## src/rtl/mac_sequencer_pkg.sv

```systemverilog
// mac_sequencer_pkg: shared SAP-1 MAC opcode encodings
package mac_sequencer_pkg;
  localparam logic [3:0] MAC_REGA  = 4'h1;
  localparam logic [3:0] MAC_REGB  = 4'h2;
  localparam logic [3:0] MAC_MULT  = 4'h3;
  localparam logic [3:0] MAC_ACC   = 4'h4;
  localparam logic [3:0] MAC_MSW   = 4'h5;
  localparam logic [3:0] MAC_LSW   = 4'h6;
  localparam logic [3:0] MAC_RESET = 4'h7;
  localparam logic [3:0] MAC_NOP   = 4'hF;
endpackage

```

## src/rtl/mac_sequencer.sv

```systemverilog
// mac_sequencer: dot-product initiator for the MAC; MAC_SEQ_SATURATE_EN clamps overflowed results to all ones
module mac_sequencer
  import mac_sequencer_pkg::*;
#(
  parameter int DATA_WIDTH = 8,
  parameter int LEN_WIDTH  = 8
) (
  input  logic                    clk,
  input  logic                    a_reset_n,
  input  logic                    cmd_valid,
  output logic                    cmd_ready,
  input  logic [LEN_WIDTH-1:0]    cmd_len,
  input  logic                    in_valid,
  output logic                    in_ready,
  input  logic [DATA_WIDTH-1:0]   in_a,
  input  logic [DATA_WIDTH-1:0]   in_b,
  output logic                    res_valid,
  input  logic                    res_ready,
  output logic [2*DATA_WIDTH-1:0] res_data,
  output logic                    res_overflow,
  output logic [3:0]              mac_opcode,
  output logic [DATA_WIDTH-1:0]   mac_data_in,
  input  logic [DATA_WIDTH-1:0]   mac_data_out,
  input  logic                    mac_acc_overflow,
  output logic                    busy
);
  localparam logic [3:0] IDLE = 4'd0, CLR = 4'd1, FETCH = 4'd2, LOAD_A = 4'd3, LOAD_B = 4'd4,
                         MULT = 4'd5, ACC = 4'd6, RD_MSW = 4'd7, RD_LSW = 4'd8, CAPT = 4'd9,
                         DONE = 4'd10;
  logic [3:0]            state, state_n;
  logic [LEN_WIDTH-1:0]  count;
  logic [DATA_WIDTH-1:0] b_q;
  always_ff @(posedge clk or negedge a_reset_n)
    if (!a_reset_n) state <= IDLE;
    else state <= state_n;
  always_comb begin
    state_n = state;
    case (state)
      IDLE:    if (cmd_valid) state_n = CLR;
      CLR:     state_n = count == '0 ? RD_MSW : FETCH;
      FETCH:   if (in_valid) state_n = LOAD_A;
      LOAD_A:  state_n = LOAD_B;
      LOAD_B:  state_n = MULT;
      MULT:    state_n = ACC;
      ACC:     state_n = count == LEN_WIDTH'(1) ? RD_MSW : FETCH;
      RD_MSW:  state_n = RD_LSW;
      RD_LSW:  state_n = CAPT;
      CAPT:    state_n = DONE;
      DONE:    if (res_ready) state_n = IDLE;
      default: state_n = IDLE;
    endcase
  end
  // a goes straight into mac_data_in so LOAD_A drives it from a register; b waits in b_q
  always_ff @(posedge clk or negedge a_reset_n)
    if (!a_reset_n) begin
      count        <= '0;
      b_q          <= '0;
      mac_data_in  <= '0;
      res_data     <= '0;
      res_overflow <= 1'b0;
    end else begin
      if (state == IDLE && cmd_valid) count <= cmd_len;
      if (state == ACC) count <= count - LEN_WIDTH'(1);
      if (state == FETCH && in_valid) begin
        mac_data_in <= in_a;
        b_q         <= in_b;
      end
      if (state == LOAD_A) mac_data_in <= b_q;
      if (state == RD_LSW) res_data[2*DATA_WIDTH-1:DATA_WIDTH] <= mac_data_out;
      if (state == CAPT) begin
        res_overflow <= mac_acc_overflow;
`ifdef MAC_SEQ_SATURATE_EN
        res_data <= mac_acc_overflow ? '1 : {res_data[2*DATA_WIDTH-1:DATA_WIDTH], mac_data_out};
`else
        res_data[DATA_WIDTH-1:0] <= mac_data_out;
`endif
      end
    end
  always_comb begin
    cmd_ready  = state == IDLE;
    in_ready   = state == FETCH;
    res_valid  = state == DONE;
    busy       = state != IDLE;
    mac_opcode = state == CLR    ? MAC_RESET :
                 state == LOAD_A ? MAC_REGA  :
                 state == LOAD_B ? MAC_REGB  :
                 state == MULT   ? MAC_MULT  :
                 state == ACC    ? MAC_ACC   :
                 state == RD_MSW ? MAC_MSW   :
                 state == RD_LSW ? MAC_LSW   : MAC_NOP;
  end
endmodule
```

## config.mk

```make
export PLATFORM = sky130hd
export DESIGN_NAME = mac_sequencer
export DESIGN_NICKNAME = d
export VERILOG_FILES = /design/src/rtl/mac_sequencer_pkg.sv /design/src/rtl/mac_sequencer.sv
export SDC_FILE = /design/constraint.sdc
export NUM_CORES = 1
export LEC_CHECK = 0
export ABC_CLOCK_PERIOD_IN_PS = 1800
export CORE_ASPECT_RATIO = 0.7
export CORE_MARGIN = 2
export CORE_UTILIZATION = 35
export CTS_CLUSTER_SIZE = 28
export DETAILED_ROUTE_END_ITERATION = 16
export PLACE_DENSITY = 0.64
export RECOVER_POWER = 100
export SLEW_MARGIN = 20
export SYNTH_ARGS = -nofsm -noshare
export SYNTH_HDL_FRONTEND = slang
export SYNTH_SLANG_ARGS = --single-unit
```

## constraint.sdc

```tcl
create_clock -name clk -period 1.8 [get_ports clk]
set_clock_uncertainty 0.1 [all_clocks]
set_input_delay 0.54 -clock clk [delete_from_list [all_inputs] [get_ports clk]]
set_output_delay 0.54 -clock clk [all_outputs]
set_load 0.005 [all_outputs]
```

==> results of run 1 <==
## repair_timing
item,in CTS,in global routing
endpoints found under the setup margin,26,28
resized for setup,73,29
buffers inserted,9,7
pin swaps,10,6
gates cloned,0,2
## routing by layer
layer | part of all wire (%) | wire length, um | vias to the layer above | GRT usage [%]
li1 | - | - | 922 | -
met1 | 47 | 2760 | 890 | 23.8
met2 | 44 | 2620 | 60 | 25.4
met3 | 7.7 | 452 | 7 | 5.54
met4 | 0.90 | 53 | 0 | 3.70
met5 | 0 | 0 | - | 0
## metrics by stage
stage                     cell area, um2  power (uW)  setup TNS [ns]
final                               3570        5800           -2.40
after global routing                3570        6220           -3.33
after CTS                           3400        5530           -1.67
after detailed placement            3180        4710           -3.87
after global placement              3180        4650           -3.68
after floorplan                     2150        3130               0
## worst reg2reg max path, delay by kind of cell, from the launching register on
| kind | cells | cell delay (ns) |
|---|---|---|
| compound gates | 2 | 0.62 |
| buf+inv | 3 | 0.38 |
| flops | 1 | 0.43 |
| simple gates | 1 | 0.39 |
## final timing paths
path	startpoint	endpoint	slack, ns	depth (start not counted)
hold reg to reg	b_q[5]	mac_data_in[5]	0.38	2
setup / recovery	state[2]	cmd_ready	-0.25	5
min in group clk	b_q[5]	mac_data_in[5]	0.38	2
max in group asynchronous	a_reset_n	state[1]	0.22	2
setup reg to reg	state[2]	count[5]	-0.22	6
hold / removal	a_reset_n	mac_data_in[7]	0.14	1
## sequential cells by signal, indices dropped and copies added (netlist names)
register and flops:
state 4, mac_data_in 8, res_data 16, count 8, res_overflow 1, b_q 8
## where the power goes
group / leakage [uW] / total (uW) / internal (uW) / switching [uW]
Clock: 0.0000395 / 611 / 276 / 335
Sequential: 0.000531 / 1860 / 1530 / 332
Combinational: 0.00114 / 3320 / 1960 / 1370
Total: 0.00171 / 5800 / 3760 / 2030
## final cells by class
type / count / area, um2
tap: 75 / 93.8
timing repair buffer: 120 / 1150
sequential: 45 / 1130
multi-input combinational: 134 / 1100
inverter: 5 / 18.8
fill: 487 / 2270
clock buffer: 8 / 80.1
## cells by family (layout without fill, tap and decap cells)
logic type	count (synthesis)	in the layout	share of synthesized area, %
mux	35	35	17.7
compound gates	32	32	9.77
fa+ha+maj	3	3	1.75
simple gates	63	64	15.4
flops	45	45	52.4
buf+inv	13	133	2.97
## layout by cell type, fill, tap and decap left out, types with 4 or more instances in the layout
cell and n:
buf_12 4, buf_2 6, buf_4 35, buf_6 8, clkbuf_1 6, clkbuf_8 5
clkdlybuf4s50_1 35, dfrtp_1 42, dlygate4sd2_1 14, dlymetal6s2s_1 13, inv_1 5, mux2_1 6
mux2_2 17, mux2i_1 10, nand2_1 21, nand3_1 4, nor2_1 6, nor2_4 5
o21ai_1 8, o22a_1 6
==> impl_metrics.csv, run 1 <==
group,metric,value,unit
route,first_pass_iters,4,
setup_path,end_kind,"primary output",
finish,final_cells,387,
finish,layout-drive-gt1-share,34.3,%
finish,diodes,0,
setup_path,crit_slowest_cell,"dfrtp_2",
floorplanning,die_x,97.7,um
grt,grt_pass1_wl,9160,um
grt,grt_usage,16.9,%
floorplanning,pin_count,71,
run,maxCapViolCount,0,
sta,period_share,114,%
route,ant_nets,0,
grt,antenna_found_initial,0,
sta,hold_viol_final,0,
synthesis,yosysMostFrequentCell,"dfrtp_1",
clock_tree,cts_buffer_depth,2,
sta,fin_hold_ws,0.142,ns
synthesis,syn_nets,232,
route,drt_wl_total,5890,um
setup_path,path_delay_family,"buffers and inverters",
clock_tree,cts_tree,"built",
synthesis,netlist_area,0.00215,mm2
route,wl_per_cell,15.2,um
setup_path,path_common_cell,"buf_4",
synthesis,ys_seq_area_share,52.4,%
grt,grt_overflow,0,
sta,final.setup.worst_slack,-0.252,ns
clock_tree,cts-root-buf,"clkbuf_8",
sta,tightest_slew,0.808,ns
synthesis,yosysTopAreaCell,"dfrtp_1",
sta,report.final.slew_viol_count,0,
setup_path,crit_chain,"buf_4 > buf_12 > nor4_4 > buf_4 > buf_6",
setup_path,cp_data_arrival_time,1.41,ns
finish,finish.net_count,352,
clock_tree,cts.clk_slew.worst_paths,0.08,ns
synthesis,synthArstFlopShare,100,%
place,place_ws,-0.499,ns
route,num_vias,1879,
clock_tree,clock_latency,0.30,ns
outcome,status,"complete, but fails checks",
route,viasPerCell,4.86,
setup_path,crit_required,1.16,ns
min_path,hold_path_class,"input pin to asynchronous set/reset pin",
synthesis,yosysWarnings,0,
floorplanning,die-area,0.00680,mm2
outcome,violations,"setup timing",
synthesis,synth_seq_cells,45,
sta,rsz0062_at_grt,"yes",
finish,area_growth,66.1,%
synthesis,ys_types,35,
power_and_ir_drop,p_leak,0.00171,uW
place,place.port_buffers,70,
clock_tree,cts_inserted_buffers,5,
grt,grt_pass1_vias,1929,
route,first_iter_violations,74,
setup_path,crit_buf_inv,4,
floorplanning,num_rows,23,
setup_path,path_max_fanout,2,
sta,setup_violations,15,
floorplanning,chipHeight,69.6,um
setup_path,cpPeakStageDelay,0.43,ns
synthesis,syn_inst,191,
synthesis,synth_top_area_share,52.4,%
place,hpwl,4020,um
finish,post-route-util,61.2,%
place,place_inst,361,
synthesis,synthTopCellsByArea,"dfrtp_1 (52%), mux2_2 (8.9%), mux2i_1 (4.7%), mux2_1 (4.2%), nand2_1 (4.0%)",
floorplanning,initial_core_util,36.8,%
floorplanning,fp.coreArea,0.00584,mm2
sta,max_freq,0.487,GHz
power_and_ir_drop,ir_drop,682,uV
power_and_ir_drop,powerDensity,1620,mW/mm2
sta,finalCriticalPeriod,2.05,ns
setup_path,cp-start-kind,"flop",
synthesis,synth-edff-count,0,
clock_tree,cts.sinks,45,
clock_tree,hold_buffers,0,
grt,grt_max_degree,18,
sta,slew_headroom,46.1,%
place,place_congestion,0.821,
synthesis,avgSynthCellArea,11.3,um2
synthesis,synth_top_flop_cell,"dfrtp_1",
route,drcViolationCount,0,
synthesis,synth_commonest_cells,"dfrtp_1 (45), nand2_1 (23), mux2_2 (17), nor2_1 (12), mux2i_1 (10)",
clock_tree,h-tree-depth,2,
setup_path,criticalPathCategory,"flop to primary output",
Power figures use the tool's default switching activity.
==> run 2, diff against run 1 <==
- HOLD_SLACK_MARGIN: default -> 0.12
==> run 2 against run 1 <==
The run still ends with setup timing left. Sequential power is essentially flat. First-iteration DRC count up 34%. Sequential cell count stayed put. Clock power about the same. Critical path depth unchanged. Sequential share of layout area decreased by 0.066 points. Combinational power barely moved. Utilization grew 0.13 points. Design area grew 0.21%. Die area did not move. Maximum frequency about the same. Largest cell class unchanged. Highest routed layer unchanged.
==> impl_metrics.csv, run 2 (same netlist as run 1, synthesis figures left out) <==
group,metric,value,unit
outcome,status,"complete, but fails checks",
outcome,violations,"setup timing",
clock_tree,cts_buffer_depth,2,
route,num_vias,1873,
route,drcViolationCount,0,
clock_tree,cts_inserted_buffers,5,
setup_path,end_kind,"primary output",
sta,report.final.slew_viol_count,0,
place,place_congestion,0.821,
clock_tree,clock_latency,0.30,ns
grt,grt_pass1_wl,9170,um
clock_tree,cts_tree,"built",
floorplanning,fp.coreArea,0.00584,mm2
finish,mostFrequentLayoutCells,"dfrtp_1 (42), clkdlybuf4s50_1 (35), buf_4 (35), nand2_1 (21), mux2_2 (17)",
clock_tree,cts.clk_slew.worst_paths,0.08,ns
min_path,hold_path_class,"flop to flop",
min_path,min_path_cells,2,
sta,setup_violations,15,
place,place_area,0.00318,mm2
sta,max_freq,0.488,GHz
grt,grt_overflow,0,
grt,grt_usage,16.9,%
setup_path,r2r-end,"count[5]",
sta,slew_headroom,54.0,%
clock_tree,cts.sinks,45,
clock_tree,h-tree-depth,2,
sta,period_share,114,%
route,ant_nets,0,
route,viasPerCell,4.83,
route,first_iter_violations,99,
route,first_pass_iters,4,
floorplanning,num_rows,23,
place,place.port_buffers,70,
run,maxCapViolCount,0,
power_and_ir_drop,p_leak,0.00171,uW
finish,layout-drive-gt1-share,35.1,%
sta,finalCriticalPeriod,2.05,ns
finish,largest_register_ffs,16,
grt,antenna_found_initial,0,
route,wl_per_cell,15.2,um
setup_path,criticalPathCategory,"flop to primary output",
finish,top_register,"res_data",
place,hpwl,4020,um
finish,finish.net_count,353,
floorplanning,die-area,0.00680,mm2
setup_path,crit_end,"cmd_ready",
finish,area_growth,66.5,%
finish,final_area,0.00358,mm2
finish,fill_cells,485,
finish,final_common_cell,"dfrtp_1",
floorplanning,die_x,97.7,um
finish,diodes,0,
setup_path,crit_required,1.16,ns
clock_tree,cts-root-buf,"clkbuf_8",
sta,final.setup.worst_slack,-0.251,ns
route,drt_wl_total,5910,um
power_and_ir_drop,powerDensity,1620,mW/mm2
grt,grt_pass1_vias,1935,
setup_path,cp-start-kind,"flop",
floorplanning,pin_count,71,
floorplanning,chipHeight,69.6,um
setup_path,crit_start,"state[2]",
power_and_ir_drop,ir_drop,680,uV
floorplanning,initial_core_util,36.8,%
setup_path,rr_startpoint,"state[2]",
sta,tightest_slew,0.690,ns
grt,grt_max_degree,18,
sta,rsz0062_at_grt,"yes",
sta,hold_viol_final,0,
setup_path,cp_data_arrival_time,1.41,ns
setup_path,path_max_fanout,2,
finish,post-route-util,61.3,%
setup_path,ff2ff_path_depth,6,
setup_path,r2r_slack,-0.22,ns
==> run 2: critical path, cell delays in order, from the launching register on <==
cell and delay (ns):
dfrtp_2 0.43, buf_4 0.15, buf_12 0.12, nor4_4 0.16, buf_4 0.17, buf_6 0.08
==> run 2: worst min-delay path by stage <==
stage	slack [ns]	from	to
finish	0.38	b_q[5]	mac_data_in[5]
detailed placement	0.36	a_reset_n	b_q[3]
CTS	0.39	b_q[5]	mac_data_in[5]
floorplan	0.14	a_reset_n	b_q[0]
global route	0.42	res_data[4]	res_data[4]
global placement	0.36	a_reset_n	mac_data_in[3]
==> run 2: repair_timing <==
action / 4_1_cts / 5_1_grt
gates resized for setup: 73 / 29
endpoints found under the setup margin: 26 / 28
hold buffers: 1 / 0
cloned: 0 / 2
hold endpoints to repair: 11 / 0
pin swaps: 10 / 6
setup buffers: 9 / 7
==> run 2: cell type report <==
class	count	area, um2	share of cell area, %
Multi-Input combinational cell	134	1100	30.7
Clock buffer	8	80.1	2.24
Timing Repair Buffer	121	1160	32.3
Inverter	5	18.8	0.524
Sequential cell	45	1130	31.6
Tap cell	75	93.8	2.62
==> run 2: routing by layer <==
layer / up-vias / track usage [%] / wire (um)
met1: 879 / 23.8 / 2800
met4: 0 / 3.70 / 53
met3: 7 / 5.54 / 455
li1: 926 / - / -
met5: - / 0 / 0
met2: 61 / 25.4 / 2600
==> run 2: power breakdown <==
group	switching, uW	leakage [uW]	internal, uW
Clock	332	0.0000395	276
Combinational	1370	0.00114	1960
Sequential	332	0.000531	1530
==> run 2: through the flow <==
| stage | setup TNS, ns | total power, uW | instances | worst slack (ns) | hold slack [ns] |
|---|---|---|---|---|---|
| after floorplan | 0 | 3130 | 191 | 0.131 | 0.144 |
| after global placement | -3.68 | 4650 | 361 | -0.415 | 0.358 |
| after detailed placement | -3.87 | 4710 | 361 | -0.499 | 0.360 |
| after CTS | -1.67 | 5530 | 379 | -0.230 | 0.388 |
| after global routing | -3.89 | 6220 | 388 | -0.301 | 0.417 |
| final | -2.36 | 5800 | 388 | -0.251 | 0.382 |
==> run 3, diff against run 2 <==
- CORE_UTILIZATION: 35 -> 46
- GPL_TIMING_DRIVEN: default -> 1
- PLACE_DENSITY: 0.64 -> 0.8
- TNS_END_PERCENT: default -> 20
==> run 3 against run 2 <==
The run ends with DRC, setup timing left. Die area shrank 23%. Hold slack gained 0.0013 ns. Critical path depth is the same. Largest cell class is now sequential cells. Maximum frequency shrank 0.37%. Design area shrank 6.3%. Combinational power shrank 7.2%. Sequential share of layout area grew 2.1 points. Cell count shrank 6.7%. Non-clock buffer count shrank 5. Sequential power is essentially flat. Clock power is essentially flat. Utilization grew 14 points.
==> impl_metrics.csv, run 3 (same netlist as run 1, synthesis figures left out) <==
group,metric,value,unit
place,place_area,0.00313,mm2
setup_path,r2r-end,"count[5]",
setup_path,criticalPathCategory,"flop to primary output",
outcome,status,"complete, but fails checks",
grt,antenna_found_initial,0,
clock_tree,cts.sinks,45,
setup_path,path_delay_family,"buffers and inverters",
route,drcViolationCount,6,
setup_path,ff2ff_path_depth,7,
floorplanning,chipHeight,61.2,um
sta,max_freq,0.486,GHz
grt,grt_use_met1,31.4,%
finish,fill_cells,313,
route,wl_per_cell,16.1,um
sta,period_share,114,%
grt,grtUsageMet3,7.24,%
floorplanning,pin_count,71,
clock_tree,cts_inserted_buffers,5,
min_path,hold_path_class,"flop to flop",
power_and_ir_drop,p_leak,0.00152,uW
sta,slew_headroom,68.9,%
setup_path,rr_startpoint,"state[1]",
setup_path,crit_slowest_cell,"dfrtp_2",
grt,use_met2,36.7,%
setup_path,end_kind,"primary output",
route,drt_wl_total,5830,um
route,num_vias,1922,
outcome,violations,"DRC, setup timing",
floorplanning,initial_core_util,48.6,%
setup_path,crit_buf_inv,4,
setup_path,path_depth,5,
finish,area_growth,56.1,%
clock_tree,cts_tree,"built",
route,first_pass_iters,11,
place,hpwl,3900,um
finish,layout-drive-gt1-share,32.9,%
power_and_ir_drop,p_switching,1990,uW
setup_path,cp_data_arrival_time,1.42,ns
grt,grt_pass1_wl,9250,um
sta,report.final.slew_viol_count,0,
place,place_congestion,0.824,
setup_path,crit_chain,"buf_6 > nor4_4 > buf_4 > buf_6 > buf_6",
finish,mostFrequentLayoutCells,"dfrtp_1 (41), clkdlybuf4s50_1 (36), buf_4 (26), nand2_1 (20), mux2_2 (17)",
sta,hold_viol_final,0,
grt,busiest_layer,"met2",
finish,finish.net_count,347,
power_and_ir_drop,p_int,3570,uW
setup_path,path_max_fanout,3,
sta,tns,-2.40,ns
clock_tree,cts.clk_slew.worst_paths,0.08,ns
min_path,hp-start,"b_q[1]",
finish,largest_register_ffs,16,
finish,top_register,"res_data",
route,viasPerCell,5.31,
floorplanning,die_x,85.7,um
setup_path,cp-start-kind,"flop",
run,maxCapViolCount,0,
clock_tree,h-tree-depth,2,
min_path,hold_end,"mac_data_in[1]",
grt,grt_usage,23.4,%
sta,tightest_slew,0.467,ns
min_path,min_path_cells,2,
power_and_ir_drop,ir_drop,987,uV
sta,rsz0062_at_grt,"yes",
finish,final_area,0.00336,mm2
power_and_ir_drop,p_clk_share,10.9,%
power_and_ir_drop,p_comb_share,55.3,%
sta,finalCriticalPeriod,2.06,ns
floorplanning,fp.coreArea,0.00443,mm2
route,first_iter_violations,84,
power_and_ir_drop,pwr-share-seq,33.8,%
grt,grt_overflow,0,
floorplanning,die-area,0.00525,mm2
setup_path,crit_required,1.16,ns
place,place.port_buffers,70,
setup_path,cpPeakStageDelay,0.42,ns
route,ant_nets,0,
clock_tree,clock_latency,0.30,ns
clock_tree,cts-root-buf,"clkbuf_8",
power_and_ir_drop,p_sw_share,35.7,%
power_and_ir_drop,powerDensity,1660,mW/mm2
setup_path,r2r_slack,-0.22,ns
grt,grt_max_degree,22,
finish,final_common_cell,"dfrtp_1",
sta,final.setup.worst_slack,-0.258,ns
setup_path,path_common_cell,"buf_6",
clock_tree,cts_buffer_depth,2,
grt,grt_pass1_vias,1913,
floorplanning,num_rows,20,
sta,setup_violations,13,
finish,diodes,0,
-- run 3: changes by cell type in the layout (fill, tap and decap cells not counted), moves of 2 or more --
cell and change:
buf_12 -3, buf_2 +3, buf_4 -9, buf_6 +4, clkbuf_1 -3, clkbuf_2 +4, clkdlybuf4s25_1 +11, clkinv_2 +2
dlymetal6s2s_1 -12, mux2_1 +2, mux2_4 -2, nand2_2 +2, nor2_1 +3, nor2_4 -4
-- run 3: tightest hold or removal path, delay by kind of cell, from the launching register on --
kind | cells | cell delay (ns)
DFF | 1 | 0.35
AOI/OAI and AO/OA | 1 | 0.06
and+or+nand+nor | 1 | 0.05
-- run 3: metrics by stage --
stage               power [uW]  setup slack (ns)  cells  hold slack [ns]  util, %
CTS                       5570            -0.254    361            0.389     76.7
finish                    5560            -0.258    362            0.383     75.8
global route              5940            -0.314    362            0.404     75.8
global placement          4560            -0.409    337            0.359     70.6
detailed placement        4670            -0.439    337            0.370     70.6
floorplan                 3130             0.131    191            0.144        -
-- run 3: repair_timing --
| item | in CTS | in global routing |
|---|---|---|
| hold buffers | 1 | 0 |
| buffers inserted | 15 | 1 |
| endpoints found under the setup margin | 28 | 26 |
| hold endpoints to repair | 15 | 0 |
| pin swaps | 8 | 5 |
| gates resized for setup | 74 | 18 |
-- run 3: worst max path at each step --
stage / from / endpoint / slack, ns
after floorplan: cmd_valid / count[5] / 0.13
after global placement: cmd_valid / count[5] / -0.41
after detailed placement: cmd_valid / count[7] / -0.44
after CTS: state[1] / cmd_ready / -0.25
after global routing: state[1] / cmd_ready / -0.31
final: state[1] / cmd_ready / -0.26
-- run 3: final cells by class --
type / count / area (um2) / area share (%)
inverters: 5 / 18.8 / 0.559
well taps: 55 / 68.8 / 2.05
clock buffers: 6 / 72.6 / 2.16
multi-input cells: 133 / 1030 / 30.6
repair buffers: 116 / 1030 / 30.6
clock inverters: 2 / 10.0 / 0.298
flip-flops and latches: 45 / 1130 / 33.7
-- run 3: power groups by stage --
stage	clock [uW]	combinational, uW	sequential [uW]
2_1_floorplan	0	1290	1840
3_3_place_gp	0	2680	1880
3_5_place_dp	0	2760	1920
4_1_cts	617	3080	1880
5_1_grt	668	3330	1940
6_report	607	3080	1880
-- run 3: routing by layer --
layer  part of all wire [%]  wire [um]
met1                     44       2560
met2                     46       2670
met3                    8.6        502
met4                    1.7         98
met5                      0          0
